File: config.mk
export PLATFORM = sky130hd
export DESIGN_NAME = dmem_arbiter
export DESIGN_NICKNAME = d
export VERILOG_FILES = /design/src/rtl/dmem_arbiter_pkg.sv /design/src/rtl/dmem_rd_track.sv /design/src/rtl/dmem_arbiter.sv
export SDC_FILE = /design/constraint.sdc
export NUM_CORES = 1
export LEC_CHECK = 0
export ABC_AREA = 0
export ABC_CLOCK_PERIOD_IN_PS = 2500
export BUFFER_PORTS_ARGS = -buffer_cell sky130_fd_sc_hd__buf_2
export CAP_MARGIN = 20
export CORE_MARGIN = 5
export CORE_UTILIZATION = 41
export CTS_BUF_LIST = sky130_fd_sc_hd__clkbuf_8 sky130_fd_sc_hd__clkbuf_16
export DETAILED_ROUTE_END_ITERATION = 6
export MAX_ROUTING_LAYER = met4
export PLACE_DENSITY = 0.87
export SLEW_MARGIN = 25
export SYNTH_ARGS = -nofsm -noshare
export SYNTH_HDL_FRONTEND = slang
export SYNTH_HIERARCHICAL = 1
export SYNTH_SLANG_ARGS = --single-unit
File: constraint.sdc
create_clock -name clock -period 2.5 [get_ports clock]
set_clock_uncertainty 0.15 [all_clocks]
set_input_delay 0.5 -clock clock [delete_from_list [all_inputs] [get_ports clock]]
set_output_delay 0.5 -clock clock [all_outputs]
set_load 0.005 [all_outputs]
File: src/rtl/dmem_arbiter_pkg.sv
// Shared constants for the data-memory arbiter: FSM encoding, port indices,
// and bus widths.
package dmem_arbiter_pkg;

  typedef enum logic [1:0] {
    ST_IDLE = 2'd0,
    ST_OWN0 = 2'd1,
    ST_OWN1 = 2'd2
  } arb_state_t;

  localparam logic PORT_PROC = 1'b0;
  localparam logic PORT_AUX  = 1'b1;

  localparam int ADDR_W = 12;
  localparam int DATA_W = 32;

endpackage

File: src/rtl/dmem_rd_track.sv
// Read-return tracker: a two-stage valid + port-tag shift register that lines
// each issued read up with the dmem output. Read data is steered to the
// port that issued it and forced to zero on every cycle without a return.
module dmem_rd_track
  import dmem_arbiter_pkg::*;
(
  input  logic              clock,
  input  logic              reset,
  input  logic              issue_vld,
  input  logic              issue_port,
  input  logic [DATA_W-1:0] q_dmem,
  output logic              p0_rvalid,
  output logic              p1_rvalid,
  output logic [DATA_W-1:0] p0_rdata,
  output logic [DATA_W-1:0] p1_rdata
);

  logic [1:0] stg_vld;
  logic [1:0] stg_port;

  // Shift issued reads through two stages; reset drops anything in flight.
  always_ff @(posedge clock or negedge reset) begin
    if (!reset) begin
      stg_vld  <= 2'b00;
      stg_port <= 2'b00;
    end else begin
      stg_vld  <= {stg_vld[0], issue_vld};
      stg_port <= {stg_port[0], issue_port};
    end
  end

  assign p0_rvalid = stg_vld[1] && (stg_port[1] == PORT_PROC);
  assign p1_rvalid = stg_vld[1] && (stg_port[1] == PORT_AUX);
  assign p0_rdata  = p0_rvalid ? q_dmem : '0;
  assign p1_rdata  = p1_rvalid ? q_dmem : '0;

endmodule

File: src/rtl/dmem_arbiter.sv
// Two-port data-memory arbiter. Port 0 (processor) and port 1 (loader/debug)
// share one synchronous dmem. Ownership is held while the owner keeps
// requesting, but is handed over after BURST_MAX beats when the other port
// waits. Idle ties go to the port not served last.
//
// Handshake: a beat is accepted on a rising edge where req=1 and gnt=1;
// gnt depends only on the registered state, and the requester holds we,
// addr and wdata stable while req=1. Reads return rvalid/rdata for one
// cycle, two edges after acceptance.
module dmem_arbiter
  import dmem_arbiter_pkg::*;
#(
  parameter int BURST_MAX = 4
) (
  input  logic              clock,
  input  logic              reset,
  input  logic              p0_req,
  input  logic              p0_we,
  input  logic [ADDR_W-1:0] p0_addr,
  input  logic [DATA_W-1:0] p0_wdata,
  input  logic              p1_req,
  input  logic              p1_we,
  input  logic [ADDR_W-1:0] p1_addr,
  input  logic [DATA_W-1:0] p1_wdata,
  output logic              p0_gnt,
  output logic              p1_gnt,
  output logic              p0_rvalid,
  output logic              p1_rvalid,
  output logic [DATA_W-1:0] p0_rdata,
  output logic [DATA_W-1:0] p1_rdata,
  output logic [ADDR_W-1:0] address_dmem,
  output logic [DATA_W-1:0] data,
  output logic              wren,
  input  logic [DATA_W-1:0] q_dmem
);

  localparam logic [3:0] BMAX = 4'(BURST_MAX);

  arb_state_t state;
  logic [3:0] burst_cnt;
  logic [3:0] cnt_inc;
  logic       last_served;
  logic       ready;
  logic       acc0;
  logic       acc1;
  logic       rd_issue;
  logic       rd_port;

  assign p0_gnt = (state == ST_OWN0);
  assign p1_gnt = (state == ST_OWN1);
  assign acc0   = p0_req && p0_gnt;
  assign acc1   = p1_req && p1_gnt;

  // Beat count including the beat accepted at this edge, saturating.
  assign cnt_inc = ((acc0 || acc1) && (burst_cnt < BMAX)) ? burst_cnt + 4'd1 : burst_cnt;

  // Ownership FSM; 'ready' holds off the first grant for one edge after reset.
  always_ff @(posedge clock or negedge reset) begin
    if (!reset) begin
      state       <= ST_IDLE;
      burst_cnt   <= 4'd0;
      last_served <= PORT_AUX;
      ready       <= 1'b0;
    end else begin
      ready <= 1'b1;
      case (state)
        ST_IDLE: begin
          burst_cnt <= 4'd0;
          if (ready) begin
            if (p0_req && p1_req) begin
              state <= (last_served == PORT_AUX) ? ST_OWN0 : ST_OWN1;
            end else if (p0_req) begin
              state <= ST_OWN0;
            end else if (p1_req) begin
              state <= ST_OWN1;
            end
          end
        end
        ST_OWN0: begin
          if (p0_req && !(p1_req && (cnt_inc == BMAX))) begin
            burst_cnt <= cnt_inc;
          end else begin
            burst_cnt   <= 4'd0;
            last_served <= PORT_PROC;
            state       <= p1_req ? ST_OWN1 : ST_IDLE;
          end
        end
        ST_OWN1: begin
          if (p1_req && !(p0_req && (cnt_inc == BMAX))) begin
            burst_cnt <= cnt_inc;
          end else begin
            burst_cnt   <= 4'd0;
            last_served <= PORT_AUX;
            state       <= p0_req ? ST_OWN0 : ST_IDLE;
          end
        end
        default: begin
          state     <= ST_IDLE;
          burst_cnt <= 4'd0;
        end
      endcase
    end
  end

  // Registered dmem drive: load the accepted beat, otherwise hold with wren low.
  always_ff @(posedge clock or negedge reset) begin
    if (!reset) begin
      address_dmem <= '0;
      data         <= '0;
      wren         <= 1'b0;
      rd_issue     <= 1'b0;
      rd_port      <= PORT_PROC;
    end else begin
      wren     <= 1'b0;
      rd_issue <= 1'b0;
      if (acc0) begin
        address_dmem <= p0_addr;
        data         <= p0_wdata;
        wren         <= p0_we;
        rd_issue     <= !p0_we;
        rd_port      <= PORT_PROC;
      end else if (acc1) begin
        address_dmem <= p1_addr;
        data         <= p1_wdata;
        wren         <= p1_we;
        rd_issue     <= !p1_we;
        rd_port      <= PORT_AUX;
      end
    end
  end

  dmem_rd_track u_rd_track (
    .clock      (clock),
    .reset      (reset),
    .issue_vld  (rd_issue),
    .issue_port (rd_port),
    .q_dmem     (q_dmem),
    .p0_rvalid  (p0_rvalid),
    .p1_rvalid  (p1_rvalid),
    .p0_rdata   (p0_rdata),
    .p1_rdata   (p1_rdata)
  );

endmodule

==> results.md <==
* Syn-to-layout area delta at 43.2%
* Syn_area_per_cell at approximately 9.9 um^2
* Worst skew pair latency at approximately 0.32 ns
* Status: finished, final reports clean
* Htree depth at 3
* Cell depth of the worst flop-to-flop path at 7
* Buffers inserted by post-CTS timing repair at 0
* Drt pass-1 iters at 4
* CTS clk-pin slew, worst paths at 0.07 ns
* Worst-path fanout max at 6
* Asr flop ratio synth at 1.00
* Hold buffer count at cts at 0
* Yosys cell types at 35
* Rel. slew slack at 0.585
* Synth Instances at approximately 340
* First-pass GRT wire length at approximately 16000 um
* Worst path arrival time at ~2.4 ns
* Area of the core at ~8100 um^2
* Site Rows at 33
* Die Y at between 100 and 150 um
* Post-Syn Area at 3340 um^2
* # setup viols final at 0
* WL final at approximately 11000 um
* I/O pin total at around 240
* Final Hold Vio Count at 0
* Synthesized Nets at between 400 and 500
* Reg2reg end: state[1]
* TNS Setup at 0 ns
* EDFF count, synth at 0
* Sequential-to-total area share from yosys stat at 0.442
* Remaining antenna violation count at 0
* Vias in the first global route at between 3000 and 4000
* Worst ir drop on vdd at approximately 0.47 mV
* Routed wl met2 at around 5200 um
* Die X at between 100 and 150 um
* RSZ-0062 raised after global routing: no
* CTS buffer count at 9
* Dpl cell area at approximately 4600 um^2
* Kind of critical path: register to register
* DP HPWL at around 8500 um
* CP Launch Type: register
* Placed cell count at 656
* PwrDens at just over 900 nW/um^2
* RR Startpoint: state[1]
* Design area at 4790 um^2
* IO Port Bufs at roughly 240
* Critical Path End Type: register
* Top FF cell, synth: dfrtp_1
* Max clock buf depth at 2
* Largest net degree at the start of global routing at 69
* Tcrit/Tclk final at 0.942
* Synthesized flop and latch total at 59
* Die area at 10100 um^2
* Residual DRC at 0
* NumNets Final at between 600 and 700
* Final cell count without fillers at 675
* Post-CTS sizing at 0
* DRT iter0 DRCs at 75
* Initial Util at 0.413
* DR WL/cell at 15.7 um
* Max-cap violations at 0
* Final number of max-transition violations at 0
* GRT Total Usage at 0.209
* DR top layer: met4
* Yosys warning total at 6
* Min cycle time layout at about 2.4 ns
* Hold crit path type: primary input to async pin
* Initial antenna violation count at 3
* Reg2reg setup slack at about 0.15 ns
* Vias/cell at slightly below 5
* Clock sinks at a little under 60
* Maximum clock rate at roughly 0.42 GHz
* Vias post-DR at between 3000 and 4000
* Worst EP required at approximately 2.6 ns
* GRT overflow at 0
* Placer Congestion at around 0.93
* Pleak at about 3.0 nW
* Met3 wire len at between 1000 and 1500 um
* CTS root buf: clkbuf_8
* Layout cells sized above 1 at 0.474
* CTS tree: done
* Fillers at 700
* Worst-Margin Slew at 0.623 ns
* WL met1 at around 4000 um
## Yosys cell counts, types with 3 or more instances
cell / instances / area [um^2]
dfrtp_1: 58 / 1450
nand2_1: 50 / 188
o21ai_0: 47 / 235
mux2i_1: 45 / 450
and3_1: 33 / 206
and3b_1: 32 / 280
clkbuf_1: 13 / 48.8
buf_2: 8 / 40.0
a21oi_1: 5 / 25.0
buf_4: 5 / 37.5
ha_1: 5 / 62.6
inv_1: 4 / 15.0
nor2_1: 4 / 15.0
buf_6: 3 / 33.8
## placed cells by master, fill, tap and decap left out, types with 5 or more instances in the layout
cell,Yosys,layout
a21oi_1,5,5
and3_1,33,33
and3b_1,32,32
buf_2,8,238
clkbuf_8,0,10
dfrtp_1,58,58
ha_1,5,5
inv_1,4,5
mux2i_1,45,45
nand2_1,50,49
o21ai_0,47,47
## cells by family after synthesis
kind of cell,Yosys count,share of synthesized area
and+or+nand+nor,132,0.234
other,1,0.00112
buffers and inverters,33,0.0524
muxes,46,0.139
AOI/OAI and AO/OA,60,0.110
DFF,59,0.442
adders and majority gates,5,0.0187
xor gates and xnor gates,1,0.00262
## how the worst max path moves through the flow
stage | cells after the start | slack, ns | to | from
after floorplan | 7 | 0.37 | state[1] | state[0]
final | 7 | 0.15 | state[1] | state[1]
after global routing | 7 | 0.04 | state[1] | state[1]
after detailed placement | 7 | 0.18 | state[1] | state[1]
after global placement | 7 | 0.31 | state[1] | state[0]
after CTS | 7 | 0.14 | state[1] | state[1]
## state kept, by name (all words and copies together), names as in the netlist
signal / cells
data: 32
address_dmem: 12
burst_cnt: 4
state: 2
u_rd_track/stg_port: 2
u_rd_track/stg_vld: 2
last_served: 1
rd_issue: 1
rd_port: 1
ready: 1
wren: 1
## through the flow
| step | setup WS (ns) | util | hold WS (ns) | total power (W) |
|---|---|---|---|---|
| after global routing | 0.0361 | 0.591 | 0.0768 | 0.00475 |
| after CTS | 0.144 | 0.590 | 0.0400 | 0.00445 |
| after floorplan | 0.374 | - | 0.0544 | 0.00279 |
| final | 0.145 | 0.591 | 0.0345 | 0.00440 |
| after global placement | 0.307 | 0.566 | 0.182 | 0.00349 |
| after detailed placement | 0.185 | 0.566 | 0.186 | 0.00359 |
## power by group
part           internal [W]  leakage [nW]  total (W)  switching [W]
Sequential          0.00139         0.727    0.00163       0.000241
Combinational      0.000937          2.18    0.00193       0.000989
Clock              0.000478         0.103   0.000847       0.000369
Total               0.00280          3.01    0.00440        0.00160
## worst max-delay path: stages (launching register included)
cell and delay (ns):
dfrtp_1 0.40, inv_1 0.09, ha_1 0.25, a22oi_2 0.37
or3_4 0.22, o2111ai_4 0.14, a22oi_2 0.30, mux2_4 0.33
## per-layer routing
layer  GRT usage  vias to the layer above
met1       0.233                     1490
met4       0.101                        0
met2       0.345                      174
met3      0.0584                       22
met5           -                        -
li1            -                     1632
## area by class of cell
cell class / count / area (um^2) / share of cell area
Antenna cell: 3 / 7.51 / 0.00157
Inverter: 4 / 15.0 / 0.00314
Clock inverter: 6 / 56.3 / 0.0118
Clock buffer: 10 / 138 / 0.0288
Multi-Input combinational cell: 245 / 1690 / 0.354
Timing Repair Buffer: 243 / 1270 / 0.265
Tap cell: 105 / 131 / 0.0275
Sequential cell: 59 / 1480 / 0.309
Power figures use the tool's default switching activity.
